$ cat src/rtl/mpy_pkg.sv
// Shared widths, FSM state encoding and operand layout for the multiplier issue stage.
package mpy_pkg;

  localparam int OP_W            = 32;
  localparam int P_W             = 64;
  localparam int TAG_W           = 2;
  localparam int TIMEOUT_DEFAULT = 40;

  typedef enum logic [1:0] {
    IDLE,
    START,
    WAIT,
    HOLD
  } mpy_issue_state_t;

  typedef struct packed {
    logic [OP_W-1:0] a;
    logic [OP_W-1:0] b;
  } opnd_t;

endpackage

$ cat src/rtl/mpy_opnd_fifo.sv
// Operand FIFO: synchronous, head visible combinationally, pop frees the head on the edge.
// Backpressure: full is exported; a push while full is only taken if a pop happens in the same cycle.
module mpy_opnd_fifo #(
  parameter int DEPTH = 4,
  parameter int W     = 64
) (
  input  logic         CLK,
  input  logic         reset,
  input  logic         push,
  input  logic [W-1:0] push_dat,
  input  logic         pop,
  output logic [W-1:0] head_dat,
  output logic         full,
  output logic         empty
);

  localparam int AW = $clog2(DEPTH);

  logic [W-1:0] mem [DEPTH];
  logic [AW:0]  wr_ptr;
  logic [AW:0]  rd_ptr;
  logic         do_push;
  logic         do_pop;

  // The extra MSB tells a full FIFO apart from an empty one when the indices match.
  assign empty    = (wr_ptr == rd_ptr);
  assign full     = (wr_ptr[AW] != rd_ptr[AW]) && (wr_ptr[AW-1:0] == rd_ptr[AW-1:0]);
  assign do_pop   = pop && !empty;
  assign do_push  = push && (!full || do_pop);
  assign head_dat = mem[rd_ptr[AW-1:0]];

  always_ff @(posedge CLK) begin
    if (reset) begin
      wr_ptr <= '0;
      rd_ptr <= '0;
    end else begin
      if (do_push) wr_ptr <= wr_ptr + 1'b1;
      if (do_pop)  rd_ptr <= rd_ptr + 1'b1;
    end
  end

  always_ff @(posedge CLK) begin
    if (do_push) mem[wr_ptr[AW-1:0]] <= push_dat;
  end

endmodule

$ cat src/rtl/mpy_issue.sv
// Issues buffered operand pairs to a sequential multiplier and holds each product until res_ready.
// Start pulse one cycle after a push into an idle block; MPY_ISSUE_TIMEOUT_EN adds a WAIT timeout.
module mpy_issue
  import mpy_pkg::*;
#(
  parameter int DEPTH   = 4,
  parameter int TIMEOUT = TIMEOUT_DEFAULT
) (
  input  logic             CLK,
  input  logic             reset,
  input  logic             in_valid,
  output logic             in_ready,
  input  logic [OP_W-1:0]  in_a,
  input  logic [OP_W-1:0]  in_b,
  output logic             mpy_start,
  output logic [OP_W-1:0]  mpy_a,
  output logic [OP_W-1:0]  mpy_b,
  input  logic [P_W-1:0]   mpy_p,
  input  logic             mpy_valid,
  output logic             res_valid,
  input  logic             res_ready,
  output logic [P_W-1:0]   res_p,
  output logic [TAG_W-1:0] res_tag,
  output logic             res_err
);

  mpy_issue_state_t state;
  opnd_t            head;
  logic             fifo_full;
  logic             fifo_empty;
  logic             fifo_pop;
  logic [TAG_W-1:0] tag_cnt;
  logic             wait_armed;

  assign in_ready = !fifo_full;
  assign fifo_pop = (state == START);

  mpy_opnd_fifo #(.DEPTH(DEPTH), .W(2*OP_W)) u_fifo (
    .CLK      (CLK),
    .reset    (reset),
    .push     (in_valid && in_ready),
    .push_dat ({in_a, in_b}),
    .pop      (fifo_pop),
    .head_dat (head),
    .full     (fifo_full),
    .empty    (fifo_empty)
  );

`ifdef MPY_ISSUE_TIMEOUT_EN
  logic [7:0] wait_cnt;
  logic       timed_out;
  assign timed_out = (wait_cnt == 8'(TIMEOUT - 1));
`else
  // Without the timeout feature the error flag is constant zero.
  assign res_err = (TIMEOUT < 0);
`endif

  always_ff @(posedge CLK) begin
    if (reset) begin
      state      <= IDLE;
      mpy_start  <= 1'b0;
      mpy_a      <= '0;
      mpy_b      <= '0;
      res_valid  <= 1'b0;
      res_p      <= '0;
      res_tag    <= '0;
      tag_cnt    <= '0;
      wait_armed <= 1'b0;
`ifdef MPY_ISSUE_TIMEOUT_EN
      res_err    <= 1'b0;
      wait_cnt   <= '0;
`endif
    end else begin
      mpy_start <= 1'b0;
      case (state)
        IDLE: begin
          if (!fifo_empty) begin
            state     <= START;
            mpy_start <= 1'b1;
            mpy_a     <= head.a;
            mpy_b     <= head.b;
            res_tag   <= tag_cnt;
          end
        end
        START: begin
          state      <= WAIT;
          wait_armed <= 1'b0;
`ifdef MPY_ISSUE_TIMEOUT_EN
          wait_cnt   <= '0;
`endif
        end
        WAIT: begin
          // The multiplier's out_valid may still be stale in the first WAIT cycle.
          wait_armed <= 1'b1;
          if (wait_armed && mpy_valid) begin
            res_p     <= mpy_p;
            res_valid <= 1'b1;
            state     <= HOLD;
`ifdef MPY_ISSUE_TIMEOUT_EN
            res_err   <= 1'b0;
          end else if (timed_out) begin
            res_p     <= '0;
            res_err   <= 1'b1;
            res_valid <= 1'b1;
            state     <= HOLD;
          end else begin
            wait_cnt  <= wait_cnt + 8'd1;
`endif
          end
        end
        HOLD: begin
          if (res_ready) begin
            res_valid <= 1'b0;
            tag_cnt   <= tag_cnt + TAG_W'(1);
            if (!fifo_empty) begin
              state     <= START;
              mpy_start <= 1'b1;
              mpy_a     <= head.a;
              mpy_b     <= head.b;
              res_tag   <= tag_cnt + TAG_W'(1);
            end else begin
              state <= IDLE;
            end
          end
        end
        default: state <= IDLE;
      endcase
    end
  end

endmodule

$ cat config.mk
export PLATFORM = sky130hd
export DESIGN_NAME = mpy_issue
export DESIGN_NICKNAME = d
export VERILOG_FILES = /design/src/rtl/mpy_pkg.sv /design/src/rtl/mpy_opnd_fifo.sv /design/src/rtl/mpy_issue.sv
export SDC_FILE = /design/constraint.sdc
export NUM_CORES = 1
export LEC_CHECK = 0
export CAP_MARGIN = 15
export CELL_PAD_IN_SITES_DETAIL_PLACEMENT = 0
export CELL_PAD_IN_SITES_GLOBAL_PLACEMENT = 1
export CORE_ASPECT_RATIO = 0.5
export CORE_MARGIN = 3
export CORE_UTILIZATION = 55
export DETAILED_ROUTE_END_ITERATION = 7
export DONT_BUFFER_PORTS = 1
export PLACE_DENSITY_LB_ADDON = 0.2
export SLEW_MARGIN = 20
export SYNTH_ARGS = -nofsm -noshare
export SYNTH_HDL_FRONTEND = slang
export SYNTH_SLANG_ARGS = --single-unit
$ cat constraint.sdc
create_clock -name CLK -period 6.7 [get_ports CLK]
set_input_delay 1.005 -clock CLK [delete_from_list [all_inputs] [get_ports CLK]]
set_output_delay 1.005 -clock CLK [all_outputs]
set_load 0.02 [all_outputs]
==> metrics.yaml <==
status: "finished clean"
hold-worst-slack_ns: 0.544
cts_tree: "built"
drv_cap: 0
timing.fmax_mhz: 353
cp_max_fo: 6
synthDistinctLibCells: 41
yosysWarnings: 0
grt_overflow: 0
nNetsFinal: 1116
initial_core_util_pct: 57.2
die_x_um: 237
io_pins: 267
vias_per_cell: 5.73
synth_top_area_share_pct: 52.2
place_area_mm2: 0.0149
cts_max_level: 2
grt_pass1_wl_mm: 43.8
hold_class: "input pin to register"
finalSetupTns_ns: 0
grt_max_degree: 146
clock_sinks: 401
wl_per_cell_um: 21.3
arrival_ns: 1.83
hold_viol_final: 0
clock_latency_ns: 0.53
p_per_area_mw_per_mm2: 380
ir_drop_uv: 300
final_common_cell: "edfxtp_1"
fin_area_mm2: 0.0161
design.core.area_mm2: 0.0258
clkTransAtPathRegs_ns: 0.06
endpoint_kind: "primary output"
gp_congestion: 0.756
p_leak_nw: 5.05
avgSynthCellArea_um2: 14.9
swShare_pct: 28.5
total_power_mw: 6.10
grt_pass1_vias: 7690
portBuffers: 0
critical_path_class: "register to primary output"
ant_nets: 0
async_reset_ff_share_pct: 0
yosysSeqAreaShare_pct: 71.9
post-cts-setup-buffers: 0
power.combinational.fraction_pct: 14.8
dp_cells: 1280
drt-total-wl_mm: 28.6
cts_hold_buf: 0
drive_above_1_share_pct: 19.0
worst_slack_ns: 3.87
netSwitchingPower_mw: 1.74
yosysTopAreaCell: "edfxtp_1"
cts_root_buf: "clkbuf_16"
worst_slew_margin_rel_pct: 32.2
p_int_mw: 4.36
period_needed_ns: 2.83
seqPwrFrac_pct: 52.4
finalClockSkew_ns: 0.0188
setup_viol: 0
post-route-util_pct: 62.4
mostFrequentLayoutCells: "edfxtp_1, nand2_1, dfxtp_1"
dp_slack_ns: 4.06
vias: 7696
worst_setup_path_start_kind: "register"
drtPass1Iterations: 5
syn_nets: 1134
cts_resized: 0
area_growth_pct: 9.16
slew_viol_final: 0
chipHeight_um: 122
synth_ff_type: "edfxtp_1"
synth-edff-count: 256
drc: 0
grt_use_total_pct: 19.6
rsz0062_at_grt: "no"
rows: 41
netlist_area_mm2: 0.0147
post-route-period-util_pct: 42.3
ys_ff_latch: 401
pwr-share-clk_pct: 32.8
cp.required_ns: 5.69
hpwl_mm: 17.0
synth_area_leaders: "edfxtp_1, dfxtp_1, mux4_2"
instances_no_fill: 1344
dieArea_mm2: 0.0289
cts_buffers: 35
dr.first_iter.drc_count: 602
clockBufferDepth: 3
netlist_instances: 991
worstMarginPinSlew_ns: 1.02
antenna_found_initial: 1
[cell usage after synthesis (2+ instances only)]
cell type and n:
a21oi_1 103, a21oi_2 30, a311oi_1 2, and2_1 4, buf_1 3, buf_2 15
buf_6 6, clkbuf_1 34, dfxtp_1 145, edfxtp_1 256, ha_1 10, inv_1 5
mux2i_1 3, mux4_2 64, nand2_1 229, nand2_2 30, nand3_1 5, nor2_1 13
xnor2_1 5, xor2_1 8
[layout make-up]
type	count	area, um2
multi-input cells	526	3840
inverters	5	18.8
diodes	1	2.50
clock inverters	9	63.8
fillers	1900	9680
flip-flops and latches	401	10600
well taps	344	430
repair buffers	4	30.0
clock buffers	54	1080
[per-layer routing]
layer	wire [um]	track usage, %
met5	0	0
met4	488	5.01
met3	2240	6.11
met2	14200	33.2
met1	11700	25.2
[registers in the layout, indices dropped and copies added, names as in the netlist, 2 cells and up, named ones only]
signal         flops
mpy_a             32
res_tag            2
u_fifo.wr_ptr      3
res_p             64
u_fifo.rd_ptr      3
mpy_b             32
u_fifo.mem       256
state              2
tag_cnt            2
[worst paths after layout]
check / from / end / slack (ns) / depth (start not counted)
setup / recovery: u_fifo.wr_ptr[1]$_SDFFE_PP0P_ / in_ready / 3.87 / 2
hold / removal: reset / mpy_a[12]$_SDFFE_PP0P_ / 0.54 / 1
setup reg to reg: u_fifo.rd_ptr[2]$_SDFFE_PP0N_ / u_fifo.mem[0][58]$_DFFE_PP_ / 4.19 / 3
hold reg to reg: mpy_a[26]$_SDFFE_PP0P_ / mpy_a[26]$_SDFFE_PP0P_ / 0.55 / 2
[power groups by stage]
stage               combinational, mW  sequential, mW  clock, mW
floorplan                       0.829            3.17          0
global placement                0.895            3.25          0
detailed placement              0.916            3.26          0
CTS                             0.921            3.21       2.04
global route                     1.01            3.22       2.15
finish                          0.900            3.20       2.00
[logic make-up (layout without fill, tap and decap cells)]
kind of cell | count (synthesis) | after routing | synth area share (%)
compound gates | 147 | 147 | 6.21
xor+xnor | 13 | 13 | 0.774
fa+ha+maj | 10 | 10 | 0.850
buf+inv | 64 | 72 | 2.09
flops | 401 | 401 | 71.9
mux | 68 | 68 | 10.1
other cells | 1 | 2 | 0.0255
simple gates | 287 | 287 | 8.03
[worst max-delay path, stage by stage (launching register included)]
cell and delay (ns):
dfxtp_1 0.38, xnor2_1 0.49, nand3_1 0.44
No activity file was read; power rests on OpenSTA's default activity.
==> patch, RTL diff (same flow settings) <==
Encoding of `mpy_issue_state_t`: now Gray code (2 bits for 4 states).
--- a/src/rtl/mpy_pkg.sv
+++ b/src/rtl/mpy_pkg.sv
@@ -7,10 +7,10 @@
   localparam int TIMEOUT_DEFAULT = 40;
 
   typedef enum logic [1:0] {
-    IDLE,
-    START,
-    WAIT,
-    HOLD
+    IDLE  = 2'b00,
+    START = 2'b01,
+    WAIT  = 2'b11,
+    HOLD  = 2'b10
   } mpy_issue_state_t;
 
   typedef struct packed {
Formal check against the unedited RTL: same outputs for any inputs over 4 cycles, from zero or initial values and one cycle with reset high; so few cycles prove little.
==> patch against the unedited design <==
- total power decreased by 9.8%
- critical path depth unchanged
- worst setup slack improved by 0.15 ns
- sequential cell count unchanged
- utilization decreased by 0.49 points
- wire length decreased by 0.77%
- synthesized area decreased by 2.2%
- design area decreased by 2.0%
- critical path type unchanged
- non-clock buffer count unchanged
- largest power group unchanged
==> patch: results (changes against the unedited design) <==
outcome: complete, no violations
list of most frequent post-synthesis cells: nand2_1 (258), edfxtp_1 (256), dfxtp_1 (145)
number of iterations in the first detailed-routing pass: 4 (-1)
gpl congestion: 0.760 (+0.45%)
Reg clk slew, reported paths: 0.07 ns
CTS resizes: 0 (unchanged)
R2R cell count: 3 (unchanged)
post-synth cell types: 31 (-24%)
number of buffers added for setup after CTS: 0 (unchanged)
Worst Setup SP: u_fifo.wr_ptr[0]
Hold Path Stages: 2 (+1)
Initial DRC Count: 441 (-27%)
critical path fanouts, max: 6 (unchanged)
Post-Syn Instances: 977 (-1.4%)
CTS max path bufs: 3 (unchanged)
I/O Buffers: 0 (unchanged)
crit path to: in_ready
vias in the first global route: 7,615 (-0.98%)
Worst VDD drop: 0.191 mV (-36%)
crit path DAT: 1.67 ns (-0.16 ns)
Post-synth EDFFs: 256 (unchanged)
largest net degree at the start of global routing: 145 (-0.68%)
layout cells sized above 1: 13.8% (-5.2 points)
Internal Power: 4.15 mW (-4.7%)
Clk Latency, worst-skew pair: 0.53 ns (about the same)
Main synth FF type: edfxtp_1
max FFs per register: 256 (unchanged)
first-pass GRT wire length: 44,000 µm (+0.42%)
Finished Layout Cells: 1,326 (-1.3%)
Worst-Margin Slew: 1.02 ns (+0.00601 ns)
CTS Buf Count: 34 (-2.9%)
Yosys warning total: 0 (unchanged)
# fillers: 1,940 (+2.1%)
Final Hold Fails: 0 (unchanged)
total track usage: 20.0% (+0.37 points)
Synth area leaders: edfxtp_1 (53%), dfxtp_1 (20%), mux4_2 (10%)
Crit Reg-Reg Endpoint: u_fifo.mem[3][58]
Worst Skew: 0.0226 ns (+0.00379 ns)
syn nets: 1,115 (-1.7%)
H-Tree Depth: 2 (unchanged)
leakage power: 4.97 nW (-1.7%)
hpwl dp: 16,400 µm (-3.5%)
antenna violations before repair: 0 (-1)
Hold/Removal Path Class: reg2reg
register area share after synthesis: 73.6% (+1.6 points)
vias per inst: 5.75 (+0.46%)
diode count: 0 (-1)
CTS root buf: clkbuf_16
drt wl/cell: 21.4 µm (+0.57%)
reg2reg setup slack: 4.25 ns (+0.06 ns)
FFs w/ async S/R, synth: 0% (unchanged)
==> patch: cells by family (layout without fill, tap and decap cells) <==
family,count (synthesis),after routing,share of synthesized area [%]
AOI/OAI and AO/OA,143,143,5.36
and+or+nand+nor,286,286,7.73
buffers and inverters,65,70,2.02
other,1,1,0.0260
DFF,401,401,73.6
adders and majority gates,5,5,0.435
muxes,67,67,10.2
xor gates and xnor gates,9,9,0.652
==> patch: worst min path at each step <==
stage | slack [ns] | from | to
finish | 0.55 | tag_cnt[1] | tag_cnt[1]
global route | 0.52 | reset | res_p[19]
CTS | 0.52 | reset | res_p[19]
detailed placement | 0.53 | tag_cnt[1] | tag_cnt[1]
global placement | 0.51 | tag_cnt[1] | tag_cnt[1]
floorplan | 0.50 | tag_cnt[1] | tag_cnt[1]
==> patch: worst max-delay path, stage by stage, from the launching register on <==
cell and delay, ns:
dfxtp_1 0.38, xnor2_2 0.39, nand3_1 0.38
==> patch: area by class of cell <==
cell class / instances / area share, %
inverters: 5 / 0.119
multi-input cells: 511 / 22.5
clock inverters: 21 / 1.32
clock buffers: 40 / 5.88
repair buffers: 4 / 0.191
well taps: 344 / 2.73
flip-flops and latches: 401 / 67.3
==> patch: metal layers <==
layer	vias to the layer above	share of wire [%]	GRT usage, %
met2	209	49	33.2
met5	-	0	0
met3	40	6.8	5.88
met4	0	2.1	5.57
met1	3879	42	26.1
li1	3500	-	-
==> patch: metrics by stage <==
| step | cell area (µm²) | setup WS (ns) |
|---|---|---|
| 6_report | 15800 | 4.02 |
| 5_1_grt | 15800 | 3.87 |
| 4_1_cts | 15800 | 3.97 |
| 3_5_place_dp | 14600 | 3.88 |
| 3_3_place_gp | 14600 | 3.92 |
| 2_1_floorplan | 14400 | 3.37 |
==> patch: power groups by stage <==
| stage | Clock [mW] | Sequential [mW] | Combinational [mW] |
|---|---|---|---|
| detailed placement | 0 | 3.08 | 0.488 |
| finish | 2.01 | 3.02 | 0.478 |
| CTS | 2.05 | 3.02 | 0.491 |
| global placement | 0 | 3.07 | 0.479 |
| global route | 2.15 | 3.04 | 0.538 |
| floorplan | 0 | 3.01 | 0.428 |
